<file path="config.mk">
export PLATFORM = sky130hd
export DESIGN_NAME = ex_muldiv_seq
export DESIGN_NICKNAME = d
export VERILOG_FILES = /design/src/rtl/ex_muldiv_seq.sv
export SDC_FILE = /design/constraint.sdc
export NUM_CORES = 1
export LEC_CHECK = 0
export ABC_AREA = 1
export CAP_MARGIN = 20
export CORE_ASPECT_RATIO = 0.8
export CORE_UTILIZATION = 60
export CTS_CLUSTER_DIAMETER = 60
export DETAILED_ROUTE_END_ITERATION = 7
export MAX_ROUTING_LAYER = met4
export PLACE_DENSITY = 0.79
export SYNTH_ARGS = -nofsm -noshare
export SYNTH_HDL_FRONTEND = slang
export SYNTH_SLANG_ARGS = --single-unit
</file>
<file path="constraint.sdc">
create_clock -name clk -period 4.2 [get_ports clk]
set_clock_uncertainty 0.1 [all_clocks]
set_input_delay 0.42 -clock clk [delete_from_list [all_inputs] [get_ports clk]]
set_output_delay 0.42 -clock clk [all_outputs]
set_load 0.005 [all_outputs]
</file>
<file path="src/rtl/ex_muldiv_seq.sv">
// rtl/ex_muldiv_seq.sv - iterative signed/unsigned multiply/divide unit for the EX stage
//
// One bit per cycle: shift-add multiply or restoring divide over operand
// magnitudes, then a single sign-correction cycle.
//
// Ports:
//   clk    rising-edge clock
//   rst    asynchronous reset, active low
//   op     000 none, 001 MULTU, 010 MULT, 011 DIVU, 100 DIV, others none
//   a, b   multiplicand/dividend, multiplier/divisor
//   flush  abort the operation in flight (also blocks a start in IDLE)
//   hi/lo  product upper/lower half, or remainder/quotient
//   done   unit idle and able to accept an op
//   valid  one-cycle pulse when hi/lo have just been updated
module ex_muldiv_seq #(
    parameter int WIDTH = 32
) (
    input  logic             clk,
    input  logic             rst,
    input  logic [2:0]       op,
    input  logic [WIDTH-1:0] a,
    input  logic [WIDTH-1:0] b,
    input  logic             flush,
    output logic [WIDTH-1:0] hi,
    output logic [WIDTH-1:0] lo,
    output logic             done,
    output logic             valid
);

    localparam int CW = $clog2(WIDTH + 1);

    typedef enum logic [1:0] {IDLE, CALC, FIX} state_t;

    state_t           state;
    logic [CW-1:0]    cnt;
    // acc: upper product half / partial remainder; q: multiplier shifting
    // out / dividend shifting out while quotient bits shift in; m: the other
    // operand magnitude (multiplicand or divisor).
    logic [WIDTH-1:0] acc;
    logic [WIDTH-1:0] q;
    logic [WIDTH-1:0] m;
    logic             is_div;
    logic             neg_res;
    logic             neg_rem;

    logic             op_mul, op_div, op_signed, start;
    logic             a_neg, b_neg;
    logic [WIDTH-1:0] mag_a, mag_b;

    logic [WIDTH:0]   mul_sum;
    logic [WIDTH:0]   div_shift;
    logic [WIDTH:0]   div_diff;
    logic [WIDTH-1:0] acc_nxt, q_nxt;

    logic [2*WIDTH-1:0] prod_fix;
    logic [WIDTH-1:0]   quo_fix, rem_fix;

    always_comb begin
        op_mul    = (op == 3'b001) || (op == 3'b010);
        op_div    = (op == 3'b011) || (op == 3'b100);
        op_signed = (op == 3'b010) || (op == 3'b100);
        start     = (op_mul || op_div) && !flush;
        a_neg     = op_signed && a[WIDTH-1];
        b_neg     = op_signed && b[WIDTH-1];
        // Negating MIN gives MIN, which read unsigned is the right magnitude.
        mag_a     = a_neg ? -a : a;
        mag_b     = b_neg ? -b : b;
    end

    always_comb begin
        mul_sum   = {1'b0, acc} + {1'b0, (q[0] ? m : '0)};
        div_shift = {acc, q[WIDTH-1]};
        div_diff  = div_shift - {1'b0, m};
        if (is_div) begin
            // Restoring step: keep the difference only when it did not borrow.
            acc_nxt = div_diff[WIDTH] ? div_shift[WIDTH-1:0] : div_diff[WIDTH-1:0];
            q_nxt   = {q[WIDTH-2:0], ~div_diff[WIDTH]};
        end else begin
            acc_nxt = mul_sum[WIDTH:1];
            q_nxt   = {mul_sum[0], q[WIDTH-1:1]};
        end
    end

    always_comb begin
        prod_fix = neg_res ? -{acc, q} : {acc, q};
        quo_fix  = neg_res ? -q : q;
        rem_fix  = neg_rem ? -acc : acc;
    end

    always_ff @(posedge clk or negedge rst) begin
        if (!rst) begin
            state   <= IDLE;
            cnt     <= '0;
            acc     <= '0;
            q       <= '0;
            m       <= '0;
            is_div  <= 1'b0;
            neg_res <= 1'b0;
            neg_rem <= 1'b0;
            hi      <= '0;
            lo      <= '0;
            done    <= 1'b1;
            valid   <= 1'b0;
        end else begin
            valid <= 1'b0;
            case (state)
                IDLE: begin
                    if (start) begin
                        state   <= CALC;
                        done    <= 1'b0;
                        cnt     <= CW'(WIDTH);
                        acc     <= '0;
                        q       <= op_div ? mag_a : mag_b;
                        m       <= op_div ? mag_b : mag_a;
                        is_div  <= op_div;
                        // Divide by zero leaves an all-ones quotient that
                        // must not be negated; the remainder comes out as
                        // |a| and re-signs back to the raw dividend.
                        neg_res <= (a_neg ^ b_neg) && !(op_div && (b == '0));
                        neg_rem <= op_div && a_neg;
                    end
                end
                CALC: begin
                    if (flush) begin
                        state <= IDLE;
                        done  <= 1'b1;
                    end else begin
                        acc <= acc_nxt;
                        q   <= q_nxt;
                        cnt <= cnt - CW'(1);
                        if (cnt == CW'(1)) begin
                            state <= FIX;
                        end
                    end
                end
                FIX: begin
                    state <= IDLE;
                    done  <= 1'b1;
                    if (!flush) begin
                        valid <= 1'b1;
                        hi    <= is_div ? rem_fix : prod_fix[2*WIDTH-1:WIDTH];
                        lo    <= is_div ? quo_fix : prod_fix[WIDTH-1:0];
                    end
                end
                default: begin
                    state <= IDLE;
                    done  <= 1'b1;
                end
            endcase
        end
    end

endmodule
</file>
Word level (Yosys, flattened, before mapping):

Cells that the tools add are included.

* bitwise gates (word level): 3
* mux-type cells: 31
* add/subtract/negate cells: 8
* eq/ne operators: 11
* reductions and logical operators: 20

Operator list (number)
* $mux 32: 16
* $neg 32->32: 4
* $pmux 32 s2: 2
* $mux 64: 1
* $neg 64->64: 1
* $add 32x32->33: 1
* $sub 33x32->33: 1
* $logic_not 32->1: 1
* $mux 6: 2
* $pmux 6 s2: 1
* $reduce_and 2->1: 4
* $eq 3x2->1 const B: 2
* $eq 6x1->1 const B: 1
* $logic_and 1x1->1: 6
* $mux 2: 3
* $ne 2x2->1 const B: 3
* $sub 6x1->6 const B: 1
* $logic_or 1x1->1: 4
* $mux 1: 4
* $pmux 2 s2: 1
* $eq 3x1->1 const B: 1
* $eq 3x3->1 const B: 1
* $ne 3x3->1 const B: 1
* $reduce_and 3->1: 1
* other kinds (8): 10

* bits in registers: 173
* word-level logic and storage cells: 85

Depth between registers and ports, before layout:

* word-level depth: 7
* mapped depth: 20
* gate-level depth less buffers: 18

Worst setup path after synthesis:

OpenSTA, ideal clock, no wires.

* path type: flip-flop to flip-flop
* start point: register q[0]
* end point: register acc[27]
* cell stages (with the launch flop): 20
* period minus slack after synthesis: 2.642 ns
* data arrival time: 2.426 ns
* path slack: 1.558 ns
* cells stage by stage: dfrtp_1 -> buf_2 -> clkbuf_1 -> nand2_1 -> inv_1 -> ha_1 -> inv_1 -> fa_1 -> o21ai_1 -> nand2_1 -> nand2_1 -> nand2_1 -> nand2_1 -> nand2_1 -> nand3_1 -> nand2_1 -> nor2_1 -> nor2_1 -> nand2_1 -> nand2_1

* word-level cells in the longest chain between the ends: 5

Ends and longest elaborated chain
* from (decl): line 40 `logic [WIDTH-1:0] q;`
* from (signal assigned): line 113 `q <= op_div ? mag_a : mag_b;`
* from (signal assigned): line 129 `q <= q_nxt;`
* $mux 32: line 71 `mul_sum = {1'b0, acc} + {1'b0, (q[0] ? m : '0)};`
* $add 32x32->33: line 71
* $mux 32: line 74 `if (is_div) begin`
* $mux 32: line 124 `if (flush) begin`
* $pmux 32 s2: line 106 `case (state)`
* to (signal assigned): line 128 `acc <= acc_nxt;`
* to (decl): line 39 `logic [WIDTH-1:0] acc;`

Every way passes these cells. The select of a mux whose other input is x is not followed.
A chain may end at the register's enable or synchronous reset.

Final worst setup path:

Ends and elaborated chain as after synthesis.

==> results.md <==
- Outcome: finished with violations
- Violated checks: design-rule violations
- CTS clk-pin slew, worst paths: 80 ps
- DRC viols: 15
- Port-buffer cells: about 140
- CTS tree: yes
- H-tree levels: 4
- Synth top area cells: dfrtp_1 25%, nand2_1 20%, inv_1 9.1%
- Core Area: 28500 sq um
- Clk sinks: 173
- Synth-to-layout area growth: 13.1%
- Critical path type: flop to flop
- Synth Warn #: 0
- Top_reg_cell synth: dfrtp_1
- Drt initial violations: 2834
- CTS max path bufs: 2
- DP HPWL: 51600 microns
- Wire per inst: 19.1 microns
- Largest net degree at the start of global routing: 102
- Static Leakage: 10.4 nW
- Gpl congestion: approximately 1.1
- Clk Latency, worst-skew pair: 470 ps
- Peak Freq: 0.290 GHz
- Vias per Instance: 5.99
- Synth Cell Area: 17500 sq um
- Layout Nets: 3181
- Synth Area per Inst: ~6 sq um
- Number of antenna-violating nets in the routed design: 0
- TritonCTS buffer count: 17
- Slew margin rel.: 28.2%
- Root Buffer: clkbuf_16
- Top-area cell type share of the netlist area: 24.5%
- Final TNS setup: 0 ps
- Max-cap violations: 0
- Share of cells above drive strength 1: 4.75%
- CP Capture Type: flop
- Measured slew at the worst slew-check pin: 1080 ps
- Sequential-to-total area share from yosys stat: 24.7%
- Die ar.: around 30000 sq um
- Cell taking the most area after synthesis: dfrtp_1
- First-pass GRT wire length: 101000 microns
- Critical path startpoint category: flop
- Fillers: about 2600
- Number of global-route vias before repair: 18600
- RSZ-0062 raised after global routing: false
- Tightest Hold Check Type: flop to flop
- Vias: 20500
- WP data required: 4450 ps
- Overflow after GRT: 0
- EDFF count, synth: 0
- Util after Layout: 69.6%
- Cell variety after synth: 56
- Cts repair resizes: 0
- Async set-or-reset flop fraction in the synthesized netlist: 100%
- Die extent in y: 155 microns
- Count of state elements after synthesis: 173
- Synthesized Nets: a little over 3000
- Most common cell after layout, fill and taps aside: nand2_1
- Most frequent cells in the layout: 936 x nand2_1, 423 x inv_1, 284 x nor2_1
- Pins Over Slew Limit: 0
- Final hold viol count: 0
- VDD IR max: 0.438 mV
- Initial Utilization: 61.5%
- Cell Rows: 55
- Post-layout minimum cycle time: 3450 ps
- Crit path DAT: 3700 ps
- First-pass iteration count of the detailed router: 8
- CP max FO: 33
- All-Layer GR Usage: 45.2%
- Die width: 193 microns
- Power Density: roughly 700 nW/um^2
- Drt total wl: about 65000 microns
- # IOs: 136
- Final period utilization: between 80% and 90%
- Cells after Synth: 2943
- # setup viols final: 0
- Initial antenna violation count: 2
-- sequential cells by signal, indices dropped and copies added (netlist names) --
| register | cells |
|---|---|
| acc | 32 |
| done | 1 |
| is_div | 1 |
| neg_rem | 1 |
| hi | 32 |
| m | 32 |
| valid | 1 |
| neg_res | 1 |
| cnt | 6 |
| lo | 32 |
| q | 32 |
| state | 2 |
-- cell type report --
class / count / area [sq um] / area share [%]
multi-input cells: 2241 / 11200 / 56.4
flip-flops and latches: 173 / 4330 / 21.9
inverters: 440 / 1650 / 8.33
repair buffers: 166 / 1590 / 8.01
well taps: 370 / 463 / 2.34
clock buffers: 17 / 425 / 2.15
clock inverters: 15 / 186 / 0.941
diodes: 2 / 5.00 / 0.0252
-- cells in the mapped netlist, types with 3 or more instances --
cell and n:
nor3_1 37, or2_2 7, nand4_1 38, ha_1 70
a21o_1 4, dfrtp_1 172, nor2_1 285, buf_2 15
o22ai_1 4, a22oi_1 14, o21ai_0 164, o211ai_1 27
o21ai_1 27, nor2_2 13, xor2_1 71, a21oi_1 136
inv_2 16, clkbuf_1 62, o221ai_1 13, xnor2_1 23
nor4_1 6, nand3_1 269, nand2_1 937, nand2_2 12
buf_1 7, or2_0 3, nand2_4 4, inv_1 424
buf_6 3, nor2_4 3, nand3b_1 14, nand3_2 12
o21bai_1 8, a31oi_1 13
-- critical path: stages, from the launching register on --
cell	delay, ps
dfrtp_1	1060
nand2_1	120
inv_1	90
ha_1	230
inv_1	100
fa_1	430
o21ai_1	320
nand2_1	90
nand2_1	130
nand2_1	60
nand2_1	110
nand2_1	90
nand3_1	80
nand2_1	50
nor2_1	90
nor2_1	40
nand2_1	70
nand2_1	60
-- where the power goes --
part	internal [mW]	total, mW	switching, mW
sequential	2.13	3.03	0.907
combinational	2.81	8.92	6.10
clock	0.811	1.68	0.872
total	5.75	13.6	7.88
-- cells by family after synthesis --
logic type / share of synthesized area (%)
adders and majority gates: 5.22
and+or+nand+nor: 40.2
xor gates and xnor gates: 4.70
DFF: 24.7
AOI/OAI and AO/OA: 13.5
buffers and inverters: 11.6
-- final timing paths --
check	endpoint	slack, ps	cells past startpoint	start
setup / recovery	acc[27]	750	17	q[0]
hold / removal	lo[13]	390	2	lo[13]
setup reg to reg	acc[27]	750	17	q[0]
hold reg to reg	lo[13]	390	2	lo[13]
max in group asynchronous	acc[11]	2400	3	rst
min in group asynchronous	hi[25]	550	2	rst
-- layer usage --
layer	track usage (%)	wire, microns	vias up
li1	-	-	9610
met2	65.0	27300	1495
met4	13.8	2040	0
met1	60.4	26200	9241
met3	13.8	9940	179
met5	-	0	-
-- what timing repair did --
item | 4_1_cts | 5_1_grt
hold buffers | 1 | 0
setup buffers | 0 | 0
hold endpoints to repair | 2 | 0
endpoints found under the setup margin | 0 | 0
-- per-stage QoR --
step | area [sq um] | hold slack (ps) | worst slack, ps | total power, mW | instances
2_1_floorplan | 17500 | 24.4 | 1560 | 8.83 | 2943
3_3_place_gp | 19200 | 361 | 891 | 11.3 | 3389
6_report | 19800 | 388 | 750 | 13.6 | 3424
4_1_cts | 19800 | 386 | 826 | 13.2 | 3422
5_1_grt | 19800 | 398 | 360 | 14.6 | 3424
3_5_place_dp | 19200 | 365 | 840 | 11.5 | 3389
(Power assumes the default switching activity.)
